<file path="src/rtl/print_pkg.sv">
// Shared types, defaults and helpers for the queued printer controller.
package print_pkg;

  localparam int DEF_PAGE_W       = 8;
  localparam int DEF_QDEPTH       = 4;
  localparam int DEF_WARM_CYCLES  = 100;
  localparam int DEF_LOAD_CYCLES  = 1;
  localparam int DEF_PRINT_CYCLES = 1;
  localparam int DEF_IDLE_CYCLES  = 16;

  typedef enum logic [2:0] {
    ST_SLEEPING = 3'd0,
    ST_WARMING  = 3'd1,
    ST_READY    = 3'd2,
    ST_LOADING  = 3'd3,
    ST_PRINTING = 3'd4,
    ST_JAMMED   = 3'd5
  } state_e;

  typedef struct packed {
    logic warm;
    logic loadpage;
    logic printpage;
    logic fault;
  } mech_out_t;

  // Moore decode: at most one mechanism output per state
  function automatic mech_out_t decode_state(input state_e st);
    mech_out_t o;
    o = '0;
    case (st)
      ST_WARMING:  o.warm      = 1'b1;
      ST_LOADING:  o.loadpage  = 1'b1;
      ST_PRINTING: o.printpage = 1'b1;
      ST_JAMMED:   o.fault     = 1'b1;
      default:     o           = '0;
    endcase
    return o;
  endfunction

  function automatic int max_dur(input int a, input int b, input int c, input int d);
    int m;
    m = a;
    if (b > m) m = b;
    if (c > m) m = c;
    if (d > m) m = d;
    return m;
  endfunction

endpackage

</file>
<file path="src/rtl/print_job_fifo.sv">
// Show-ahead FIFO of per-job page counts; writes to a full FIFO are dropped.
module print_job_fifo
  import print_pkg::*;
#(
  parameter int PAGE_W = DEF_PAGE_W,
  parameter int QDEPTH = DEF_QDEPTH
) (
  input  logic                       clk,
  input  logic                       rst_n,
  input  logic                       push,
  input  logic                       pop,
  input  logic [PAGE_W-1:0]          din,
  output logic [PAGE_W-1:0]          dout,
  output logic                       full,
  output logic                       empty,
  output logic [$clog2(QDEPTH):0]    count
);

  localparam int AW = $clog2(QDEPTH);
  localparam int CW = AW + 1;

  logic [PAGE_W-1:0] mem_r [QDEPTH];
  logic [AW-1:0]     wr_ptr_r;
  logic [AW-1:0]     rd_ptr_r;
  logic [CW-1:0]     count_r;
  logic              wr_en_s;
  logic              rd_en_s;

  assign full    = (count_r == CW'(QDEPTH));
  assign empty   = (count_r == {CW{1'b0}});
  assign count   = count_r;
  assign dout    = mem_r[rd_ptr_r];
  assign wr_en_s = push && !full;
  assign rd_en_s = pop && !empty;

  // Storage, pointers and occupancy; pointers wrap naturally at the power-of-two depth
  always_ff @(posedge clk or posedge rst_n) begin
    if (rst_n) begin
      for (int i = 0; i < QDEPTH; i++) mem_r[i] <= {PAGE_W{1'b0}};
      wr_ptr_r <= {AW{1'b0}};
      rd_ptr_r <= {AW{1'b0}};
      count_r  <= {CW{1'b0}};
    end else begin
      if (wr_en_s) begin
        mem_r[wr_ptr_r] <= din;
        wr_ptr_r        <= wr_ptr_r + 1'b1;
      end
      if (rd_en_s) rd_ptr_r <= rd_ptr_r + 1'b1;
      case ({wr_en_s, rd_en_s})
        2'b10:   count_r <= count_r + 1'b1;
        2'b01:   count_r <= count_r - 1'b1;
        default: count_r <= count_r;
      endcase
    end
  end

endmodule

</file>
<file path="src/rtl/print_queue_ctrl.sv">
// Queued printer controller: job FIFO, phase FSM with shared timer, jam recovery.
module print_queue_ctrl
  import print_pkg::*;
#(
  parameter int PAGE_W       = DEF_PAGE_W,
  parameter int QDEPTH       = DEF_QDEPTH,
  parameter int WARM_CYCLES  = DEF_WARM_CYCLES,
  parameter int LOAD_CYCLES  = DEF_LOAD_CYCLES,
  parameter int PRINT_CYCLES = DEF_PRINT_CYCLES,
  parameter int IDLE_CYCLES  = DEF_IDLE_CYCLES
) (
  input  logic                     clk,
  input  logic                     rst_n,
  input  logic                     push,
  input  logic [PAGE_W-1:0]        pages,
  output logic                     push_ready,
  input  logic                     jam,
  input  logic                     jam_clr,
  output logic                     warm,
  output logic                     loadpage,
  output logic                     printpage,
  output logic                     fault,
  output logic                     busy,
  output logic [PAGE_W-1:0]        pages_left,
  output logic [$clog2(QDEPTH):0]  jobs_pending
);

  localparam int MAXD = max_dur(WARM_CYCLES, LOAD_CYCLES, PRINT_CYCLES, IDLE_CYCLES);
  localparam int TW   = (MAXD > 1) ? $clog2(MAXD) : 1;

  state_e            state_r, state_nxt_s;
  logic [TW-1:0]     timer_r, timer_nxt_s;
  logic [PAGE_W-1:0] pages_left_r, pages_nxt_s;
  logic              pop_s;
  logic              timer_clr_s;
  logic [PAGE_W-1:0] head_s;
  logic              fifo_full_s;
  logic              fifo_empty_s;
  mech_out_t         mech_s;

  print_job_fifo #(
    .PAGE_W (PAGE_W),
    .QDEPTH (QDEPTH)
  ) u_fifo (
    .clk   (clk),
    .rst_n (rst_n),
    .push  (push),
    .pop   (pop_s),
    .din   (pages),
    .dout  (head_s),
    .full  (fifo_full_s),
    .empty (fifo_empty_s),
    .count (jobs_pending)
  );

  // Next-state, pop and pages_left update; jam in LOADING/PRINTING beats phase completion
  always_comb begin
    state_nxt_s = state_r;
    pages_nxt_s = pages_left_r;
    pop_s       = 1'b0;
    timer_clr_s = 1'b0;
    case (state_r)
      ST_SLEEPING: begin
        if (!fifo_empty_s) state_nxt_s = ST_WARMING;
        else               state_nxt_s = ST_SLEEPING;
      end
      ST_WARMING: begin
        if (timer_r == TW'(WARM_CYCLES - 1)) state_nxt_s = ST_READY;
        else                                 state_nxt_s = ST_WARMING;
      end
      ST_READY: begin
        if (pages_left_r != {PAGE_W{1'b0}}) begin
          state_nxt_s = ST_LOADING;
        end else if (!fifo_empty_s) begin
          pop_s       = 1'b1;
          timer_clr_s = 1'b1;
          pages_nxt_s = head_s;
          if (head_s != {PAGE_W{1'b0}}) state_nxt_s = ST_LOADING;
          else                          state_nxt_s = ST_READY;
        end else if (timer_r == TW'(IDLE_CYCLES - 1)) begin
          state_nxt_s = ST_SLEEPING;
        end else begin
          state_nxt_s = ST_READY;
        end
      end
      ST_LOADING: begin
        if (jam)                                   state_nxt_s = ST_JAMMED;
        else if (timer_r == TW'(LOAD_CYCLES - 1))  state_nxt_s = ST_PRINTING;
        else                                       state_nxt_s = ST_LOADING;
      end
      ST_PRINTING: begin
        if (jam) begin
          state_nxt_s = ST_JAMMED;
        end else if (timer_r == TW'(PRINT_CYCLES - 1)) begin
          if (pages_left_r != {PAGE_W{1'b0}}) pages_nxt_s = pages_left_r - 1'b1;
          else                                pages_nxt_s = pages_left_r;
          if (pages_left_r > PAGE_W'(1)) state_nxt_s = ST_LOADING;
          else                           state_nxt_s = ST_READY;
        end else begin
          state_nxt_s = ST_PRINTING;
        end
      end
      ST_JAMMED: begin
        if (jam_clr && !jam) state_nxt_s = ST_WARMING;
        else                 state_nxt_s = ST_JAMMED;
      end
      default: begin
        state_nxt_s = ST_SLEEPING;
        pages_nxt_s = {PAGE_W{1'b0}};
      end
    endcase
  end

  // Timer restarts on every state change and on each pop; parked at zero while sleeping or jammed
  always_comb begin
    timer_nxt_s = timer_r + 1'b1;
    if (state_nxt_s != state_r || timer_clr_s ||
        state_r == ST_SLEEPING || state_r == ST_JAMMED) begin
      timer_nxt_s = {TW{1'b0}};
    end else begin
      timer_nxt_s = timer_r + 1'b1;
    end
  end

  // State, timer and remaining-page registers
  always_ff @(posedge clk or posedge rst_n) begin
    if (rst_n) begin
      state_r      <= ST_SLEEPING;
      timer_r      <= {TW{1'b0}};
      pages_left_r <= {PAGE_W{1'b0}};
    end else begin
      state_r      <= state_nxt_s;
      timer_r      <= timer_nxt_s;
      pages_left_r <= pages_nxt_s;
    end
  end

  assign mech_s     = decode_state(state_r);
  assign warm       = mech_s.warm;
  assign loadpage   = mech_s.loadpage;
  assign printpage  = mech_s.printpage;
  assign fault      = mech_s.fault;
  assign busy       = (state_r != ST_SLEEPING) || !fifo_empty_s;
  assign push_ready = !fifo_full_s;
  assign pages_left = pages_left_r;

endmodule

</file>
<file path="config.mk">
export PLATFORM = sky130hd
export DESIGN_NAME = print_queue_ctrl
export DESIGN_NICKNAME = d
export VERILOG_FILES = /design/src/rtl/print_pkg.sv /design/src/rtl/print_job_fifo.sv /design/src/rtl/print_queue_ctrl.sv
export SDC_FILE = /design/constraint.sdc
export NUM_CORES = 1
export LEC_CHECK = 0
export CORE_MARGIN = 2
export CORE_UTILIZATION = 61
export CTS_CLUSTER_DIAMETER = 30
export DETAILED_ROUTE_END_ITERATION = 8
export GPL_TIMING_DRIVEN = 1
export PLACE_DENSITY = 0.89
export SYNTH_ARGS = -nofsm -noshare
export SYNTH_HDL_FRONTEND = slang
export SYNTH_SLANG_ARGS = --single-unit
</file>
<file path="constraint.sdc">
create_clock -name clk -period 4.5 [get_ports clk]
set_input_delay 0.45 -clock clk [delete_from_list [all_inputs] [get_ports clk]]
set_output_delay 0.45 -clock clk [all_outputs]
set_load 0.03 [all_outputs]
</file>
Yosys cells after proc, flatten, opt, wreduce, memory -nomap -nowiden

Cells that the tools add are included.

Add/subtract/negate cells: 6
Magnitude comparators: 4
Equality and inequality tests: 16
Mux-type cells: 34
Bitwise logic cells: 3
Reduce and logical (&&, ||, !) cells: 20

Operator list:

| operator              | count |
|---|---|
| $mux W8               | 8 |
| $bwmux W32            | 1 |
| $pmux W8 S3           | 1 |
| $mux W3               | 7 |
| $pmux W3 S6           | 1 |
| $bmux W8 S2           | 1 |
| $demux W8 S2          | 1 |
| $reduce_bool A8 Y1    | 2 |
| $mux W1               | 10 |
| $ne A2 B2 Y1 const B  | 5 |
| $eq A3 B3 Y1 const B  | 3 |
| $gt A8 B1 Y1 const B  | 1 |
| $sub A8 B1 Y8 const B | 1 |
| $add A7 B1 Y7 const B | 1 |
| $eq A7 B4 Y1 const B  | 1 |
| $eq A7 B7 Y1 const B  | 1 |
| $logic_not A7 Y1      | 1 |
| $mux W7               | 1 |
| $eq A3 B2 Y1 const B  | 2 |
| $ge A3 B3 Y1 const B  | 2 |
| $logic_not A3 Y1      | 2 |
| $not A2 Y3            | 2 |
| $pmux W3 S2           | 1 |
| $reduce_and A6 Y1     | 1 |
| other kinds (16)      | 26 |

Flip-flop bits (word level): 57
Bits of input ports: 13
Logic and storage cells: 93

Depth between registers and ports, before layout

Gate-level depths: netlist (run 1).

Depth in word-level cells: 14
Mapped depth: 11

Modules after synthesis

Synthesis (run 1) repeated with hierarchy kept, for this count alone.

Cell total of the unflattened synthesis: 273
Area, all modules: 3056.7 um^2

Modules (own cells, without submodules):

| module           | instances | cells an instance | area each (um^2) | seq. area each (um^2) |
|---|---|---|---|---|
| print_job_fifo   | 1         | 115               | 1788.0           | 975.9 |
| print_queue_ctrl | 1         | 158               | 1268.7           | 450.4 |

Worst setup path after synthesis (run 1)

OpenSTA, ideal clock, no wires.

Path kind: register to register
Start: register pages_left_r[0] (netlist: pages_left[0])
End: register u_fifo.count_r[2] (netlist: u_fifo.count[2])
Arrival: 2.754 ns
Required time: 4.419 ns
Slack: 1.665 ns
Stages on the path, launching flop included: 12
Path buffers: 1
Period minus slack after synthesis: 2.835 ns
Cells stage by stage: dfrtp_1 > inv_1 > ha_1 > or3b_1 > clkbuf_1 > nor3_1 > ha_1 > inv_1 > fa_1 > xor2_1 > nor2_1 > xor2_1

Longest elaborated chain between the ends: 6

RTL lines:

| element                                           | line                    | text |
|---|---|---|
| from (decl)                                       | print_queue_ctrl.sv:33  | `logic [PAGE_W-1:0] pages_left_r, pages_nxt_s;` |
| from (signal assigned)                            | print_queue_ctrl.sv:130 | `pages_left_r <= {PAGE_W{1'b0}};` |
| from (signal assigned)                            | print_queue_ctrl.sv:134 | `pages_left_r <= pages_nxt_s;` |
| $reduce_bool A8 Y1 *                              | print_queue_ctrl.sv:72  | `if (pages_left_r != {PAGE_W{1'b0}}) begin` |
| $mux W1 *                                         | print_queue_ctrl.sv:72  |  |
| $mux W1 *                                         | print_queue_ctrl.sv:62  | `case (state_r)` |
| $logic_and A1 B1 Y1 *                             | print_job_fifo.sv:34    | `assign rd_en_s = pop && !empty;` |
| net u_fifo.rd_en_s                                | print_job_fifo.sv:27    | `logic rd_en_s;` |
| $eq A2 B1 Y1 or $eq A2 B2 Y1 (tied branches)      | print_job_fifo.sv:49    | `case ({wr_en_s, rd_en_s})` |
| $pmux W3 S2 or $reduce_bool A2 Y1 (tied branches) | --                      |  |
| to (signal assigned)                              | print_job_fifo.sv:50    | `2'b10: count_r <= count_r + 1'b1;` |
| to (signal assigned)                              | print_job_fifo.sv:51    | `2'b01: count_r <= count_r - 1'b1;` |
| to (signal assigned)                              | print_job_fifo.sv:52    | `default: count_r <= count_r;` |
| to (decl)                                         | print_job_fifo.sv:25    | `logic [CW-1:0] count_r;` |

Mark *: on every way through the listed nets, which the timed path passes. The rest lies on a longest branch.
A chain may end at the register's enable or synchronous reset.

Worst setup path in the final report (run 1)

Same ends and word-level chain as after synthesis.

==> results of run 1 <==
==> cell type report <==
type / count / share of cell area
clock inverters: 4 / 0.0212
well taps: 67 / 0.0233
flip-flops and latches: 57 / 0.397
clock buffers: 11 / 0.0421
inverters: 15 / 0.0157
repair buffers: 31 / 0.0849
multi-input cells: 182 / 0.416
==> placed cells by master (no fill, tap or decap), drive strengths merged, types with 2 or more instances in the layout <==
cell | Yosys | final
dfrtp | 57 | 57
mux2 | 32 | 32
clkdlybuf4s50 | 0 | 29
nor2 | 19 | 19
o21ai | 16 | 16
inv | 15 | 15
nand2 | 13 | 13
clkbuf | 6 | 11
ha | 9 | 9
mux4 | 8 | 8
a211oi | 8 | 8
a21oi | 8 | 8
nand3 | 6 | 6
xnor2 | 6 | 6
nor3 | 5 | 5
xor2 | 5 | 5
and2 | 4 | 4
nor4 | 4 | 4
or3 | 4 | 4
nor3b | 3 | 3
or3b | 3 | 3
or4 | 2 | 2
nor2b | 2 | 2
a32oi | 2 | 2
a22oi | 2 | 2
o31ai | 2 | 2
bufinv | 0 | 2
buf | 4 | 2
==> routing by layer <==
layer,wire [µm],part of all wire,vias up
met3,306,0.050,8
met1,2590,0.42,1111
met4,76,0.012,0
li1,-,-,1023
met2,3130,0.51,70
met5,0,0,-
==> state kept, by name, summed over array words and instances (netlist names) <==
register	flops
u_fifo.wr_ptr_r	2
state_r	3
u_fifo.mem_r	32
u_fifo.count	3
timer_r	7
u_fifo.rd_ptr_r	2
pages_left	8
==> report_power, final <==
group	switching, µW	internal (µW)
sequential	167	735
combinational	467	451
clock	207	340
==> kinds of logic (layout without fill, tap and decap cells) <==
logic type,count (synthesis),after routing
flops,57,57
compound gates,50,50
xor+xnor,11,11
simple gates,70,70
mux,41,41
buf+inv,25,61
fa+ha+maj,10,10
==> cells in the mapped netlist, types with 4 or more instances <==
master and n:
a211oi_1 8, a21oi_1 8, and2_1 4, clkbuf_1 6
dfrtp_1 57, ha_1 9, inv_1 14, mux2_2 32
mux4_2 8, nand2_1 12, nand3_1 6, nor2_1 18
nor3_1 5, nor4_1 4, o21ai_0 8, o21ai_1 8
xnor2_1 6, xor2_1 5
==> through the flow <==
step	std cells	hold slack, ns	area (µm²)	utilization
CTS	367	0.504	3600	0.757
floorplan	264	0.454	3030	-
global placement	352	0.475	3370	0.709
detailed placement	352	0.492	3370	0.709
global route	367	0.522	3600	0.757
finish	367	0.505	3600	0.757
==> worst max path at each step <==
stage	startpoint	to	slack (ns)	depth (start not counted)
floorplan	pages_left[0]$_DFFE_PP0P_	u_fifo.count[2]$_DFFE_PP0P_	1.67	11
global placement	pages_left[0]$_DFFE_PP0P_	u_fifo.count[2]$_DFFE_PP0P_	1.67	10
CTS	pages_left[0]$_DFFE_PP0P_	u_fifo.count[2]$_DFFE_PP0P_	1.53	10
detailed placement	pages_left[0]$_DFFE_PP0P_	u_fifo.count[2]$_DFFE_PP0P_	1.50	10
global route	pages_left[0]$_DFFE_PP0P_	u_fifo.count[2]$_DFFE_PP0P_	1.30	10
finish	pages_left[0]$_DFFE_PP0P_	u_fifo.count[2]$_DFFE_PP0P_	1.53	10
==> worst max-delay path: stages, from the launching register on <==
cell and delay, ns:
dfrtp_1 0.40, inv_1 0.13, ha_1 0.24, or3b_1 0.48, nor3_1 0.50, ha_1 0.28, inv_1 0.06, fa_1 0.37
xor2_1 0.15, nor2_1 0.13, xor2_1 0.16
==> run summary, run 1 <==
DP HPWL - 4250 µm
number of enable flip-flop cells after synthesis - 0
clk buf depth - 2
Total Nets Final - 319
first-pass GRT wire length - 10100 µm
antenna violations before repair - 0
critical path type - register to register
final hold vios - 0
Slew @ Worst Pin - 1.08 ns
count of mapped cells out of synthesis - 264
crit start category - register
Compound-Gate Fraction of Synth Area - 0.109
Post-CTS Repair Setup Buffers - 0
die width - 74.5 µm
Sink Count - 57
GR Util met2 - 0.411
Core ar. - 4750 µm²
Ys Warns - 0
post-CTS resize count - 0
setup ws final - 1.53 ns
Slew headroom - 0.278
vias in the first global route - 2198
Worst EP required - 4.76 ns
VDD IR max - 0.000438 V
largest net degree at the start of global routing - 58
cts hold-fix bufs - 0
setup_tns - 0 ns
Adder-Cell Fraction of Synth Area - 0.0438
Async S/R FF share, synth - 1.00
Initial Utilization - 0.637
multiplexer share of the synthesized area - 0.182
Leak - 0.00151 µW
GRT overflow - 0
ANT cells - 0
Critical R2R Capture - u_fifo.count[2]$_DFFE_PP0P_
# Max-Cap Violations - 0
Post-Synth XOR/XNOR Area - 0.0318
post-synthesis simple-gate area fraction - 0.128
GRT met3 Usage - 0.0650
clock root cell - clkbuf_8
Final setup violation count - 0
cell area after synthesis - 3030 µm²
cells on worst reg2reg path - 10
unrepaired setup endpoints after global routing - false
drt wl/cell - 16.6 µm
fmax - 337 MHz
Routability Congestion - 0.855
CTS clk-pin slew, worst paths - 0.07 ns
synth unique cells - 53
outcome - finished clean
cell taking the most area after synthesis - dfrtp_1
Tcrit/Tclk final - 0.660
DRT iter0 DRCs - 177
io pins - 30
Crit path arrival time - 3.23 ns
CTS HTree Levels - 3
hold_sp - u_fifo.mem_r[3]$_DFFE_PP0P_
number of core rows - 25
pwr dens - 658 nW/µm²
# fillers - 318
final WL - 6110 µm
total global-route track usage - 0.246
Synth Flop Type - dfrtp_1
Die ar. - 5550 µm²
DP Worst Slack - 1.50 ns
Max Transition Viols Final - 0
sequential share of the synthesized area - 0.471
number of CTS-inserted buffers - 9
CTS tree - yes
syn avg cell area - 11.5 µm²
Yosys top cell area share - 0.471
worst r2r src - pages_left[0]$_DFFE_PP0P_
clk_lat worst skew - 0.34 ns
busiest grt layer - met2
clock skew - 0.00542 ns
endpoint class of the critical path - register
Worst Hold Path EP - u_fifo.mem_r[3]$_DFFE_PP0P_
multi-input logic area - 1500 µm²
final worst path period need - 2.97 ns
setup slack, reg-to-reg - 1.53 ns
synthesis-to-finish area growth - 18.8%
First-pass DRT Iterations - 4
Global Route met1 Usage - 0.316
Synth area leaders - dfrtp_1, mux2_2, mux4_2, ha_1, nor2_1
#FFs+latches synth - 57
fraction of layout cells with a size suffix above 1 - 0.217
DRC errors left - 0
Hold Crit Class - register to register
Die Ht - 74.5 µm
FF+latch area - 1430 µm²
Post-DRT Antenna Nets - 0
largest family of logic cells by synthesized area - multiplexers
vias - 2212
Mapped Nets - 287
hold path depth - 1
DR vias/cell - 6.03
PortBufs - 29
crit path max fanout - 6
Final Power - 2370 µW
Note: power is estimated with default switching activity, not from simulation.
==> run 2, diff against run 1 <==
- CORE_UTILIZATION: 61 -> 57
- PLACE_DENSITY: 0.89 -> 0.84
- clock period: 4.5 -> 3.1 ns (I/O delays scaled with it)
==> run summary, run 2 (same netlist as run 1, synthesis figures left out) <==
outcome - finished clean
Tcrit/Tclk final - 0.888 (+0.228)
vias in the first global route - 2152 (-2.1%)
largest register by flop count - u_fifo.mem_r
Slew headroom - 0.310 (+0.0326)
endpoint class of the critical path - register
final WL - 5970 µm (-2.3%)
Routability Congestion - 0.896 (+4.8%)
antenna violations before repair - 0 (unchanged)
GRT overflow - 0 (unchanged)
crit start category - register
DRT iter0 DRCs - 190 (+7.3%)
Worst EP required - 3.35 ns (-1.41 ns)
# fillers - 364 (+14%)
Leak - 0.00150 µW (-0.53%)
setup ws final - 0.346 ns (-1.18 ns)
post-CTS resize count - 0 (unchanged)
number of core rows - 26 (+4.0%)
Initial Utilization - 0.593 (-0.0440)
fmax - 363 MHz (+7.9%)
max reg flops - 32 (unchanged)
Core ar. - 5110 µm² (+7.4%)
PortBufs - 29 (unchanged)
final worst path period need - 2.75 ns (-0.218 ns)
clock skew - 0.00761 ns (+0.00218 ns)
clk buf depth - 2 (unchanged)
fraction of layout cells with a size suffix above 1 - 0.218 (+0.00116)
VDD IR max - 0.000469 V (+7.2%)
DP Worst Slack - 0.354 ns (-1.15 ns)
drt wl/cell - 16.0 µm (-3.9%)
final hold vios - 0 (unchanged)
setup_tns - 0 ns (unchanged)
First-pass DRT Iterations - 4 (unchanged)
DP HPWL - 4330 µm (+1.9%)
Die ar. - 5910 µm² (+6.6%)
final hold slack - 0.287 ns (-0.218 ns)
most frequent cells in the layout - dfrtp_1, mux2_2, clkdlybuf4s50_1, nor2_1, inv_1
clock root cell - clkbuf_8
critical path type - register to register
total global-route track usage - 0.222 (-0.0241)
Final setup violation count - 0 (unchanged)
Max Transition Viols Final - 0 (unchanged)
synthesis-to-finish area growth - 18.1%
Post-CTS Repair Setup Buffers - 0 (unchanged)
die width - 76.9 µm (+3.3%)
first-pass GRT wire length - 10200 µm (+0.81%)
io pins - 30 (unchanged)
DR vias/cell - 5.95 (-1.3%)
CTS clk-pin slew, worst paths - 0.07 ns (about the same)
clk_lat worst skew - 0.33 ns (about the same)
Crit path arrival time - 3.01 ns (-0.22 ns)
cts hold-fix bufs - 0 (unchanged)
DRC errors left - 0 (unchanged)
Die Ht - 76.9 µm (+3.3%)
number of CTS-inserted buffers - 9 (unchanged)
ANT cells - 0 (unchanged)
worst r2r src - pages_left[0]$_DFFE_PP0P_
Post-DRT Antenna Nets - 0 (unchanged)
Hold Crit Class - input pin to async pin
vias - 2218 (+0.27%)
# Max-Cap Violations - 0 (unchanged)
largest net degree at the start of global routing - 22 (-62%)
Total Nets Final - 321 (+0.63%)
Critical R2R Capture - u_fifo.count[2]$_DFFE_PP0P_
cells on worst reg2reg path - 10 (unchanged)
CTS tree - yes
crit path launch - pages_left[0]$_DFFE_PP0P_
Slew @ Worst Pin - 1.03 ns (-0.0487 ns)
Sink Count - 57 (unchanged)
setup slack, reg-to-reg - 0.35 ns (-1.18 ns)
crit path max fanout - 6 (unchanged)
CTS HTree Levels - 3 (unchanged)
most common cell after layout, fill and taps aside - dfrtp_1
unrepaired setup endpoints after global routing - false
pwr dens - 923 nW/µm² (+40%)
-- run 2: changes by cell type in the layout (fill, tap and decap cells not counted) --
cell       delta
clkinv_2      +2
bufinv_16     -1
buf_4         +2
clkbuf_1      +2
clkbuf_8      -2
-- run 2: per-stage QoR --
step / util / power [µW] / std cells / instance area, µm²
after floorplan: - / 2240 / 264 / 3030
after global placement: 0.663 / 2570 / 357 / 3390
after detailed placement: 0.663 / 2640 / 357 / 3390
after CTS: 0.700 / 3310 / 373 / 3580
after global routing: 0.700 / 3510 / 373 / 3580
final: 0.700 / 3300 / 373 / 3580
-- run 2: critical path, stage by stage (launching register included) --
cell and delay [ns]:
dfrtp_1 0.40, inv_1 0.12, ha_1 0.23, or3b_1 0.47, nor3_1 0.34, ha_1 0.25
inv_1 0.06, fa_1 0.37, xor2_1 0.15, nor2_1 0.11, xor2_1 0.16
-- run 2: layout make-up --
class | count | area, µm² | area share
inverter | 15 | 56.3 | 0.0157
timing repair buffer | 33 | 320 | 0.0896
multi-input combinational | 182 | 1500 | 0.419
sequential | 57 | 1430 | 0.399
tap | 70 | 87.6 | 0.0245
clock buffer | 11 | 131 | 0.0367
clock inverter | 5 | 56.3 | 0.0157
-- run 2: per-layer routing --
| metal | vias to the layer above | global-route usage | share of wire |
|---|---|---|---|
| met5 | - | 0 | 0 |
| met4 | 0 | 0.0800 | 0.016 |
| met3 | 12 | 0.0729 | 0.052 |
| met2 | 68 | 0.348 | 0.49 |
| met1 | 1094 | 0.289 | 0.44 |
| li1 | 1044 | - | - |
-- run 2: how the worst max path moves through the flow --
stage | endpoint | depth (start not counted)
floorplan | u_fifo.count[2]$_DFFE_PP0P_ | 11
global placement | u_fifo.count[2]$_DFFE_PP0P_ | 10
detailed placement | u_fifo.count[2]$_DFFE_PP0P_ | 10
CTS | u_fifo.count[2]$_DFFE_PP0P_ | 10
global route | pages_left[5]$_DFFE_PP0P_ | 7
finish | u_fifo.count[2]$_DFFE_PP0P_ | 10
-- run 2: power breakdown --
| group | internal (µW) | total, µW | leakage, µW | switching [µW] |
|---|---|---|---|---|
| clock | 370 | 664 | 0.0000933 | 294 |
| sequential | 1070 | 1310 | 0.000698 | 242 |
| combinational | 656 | 1330 | 0.000713 | 671 |
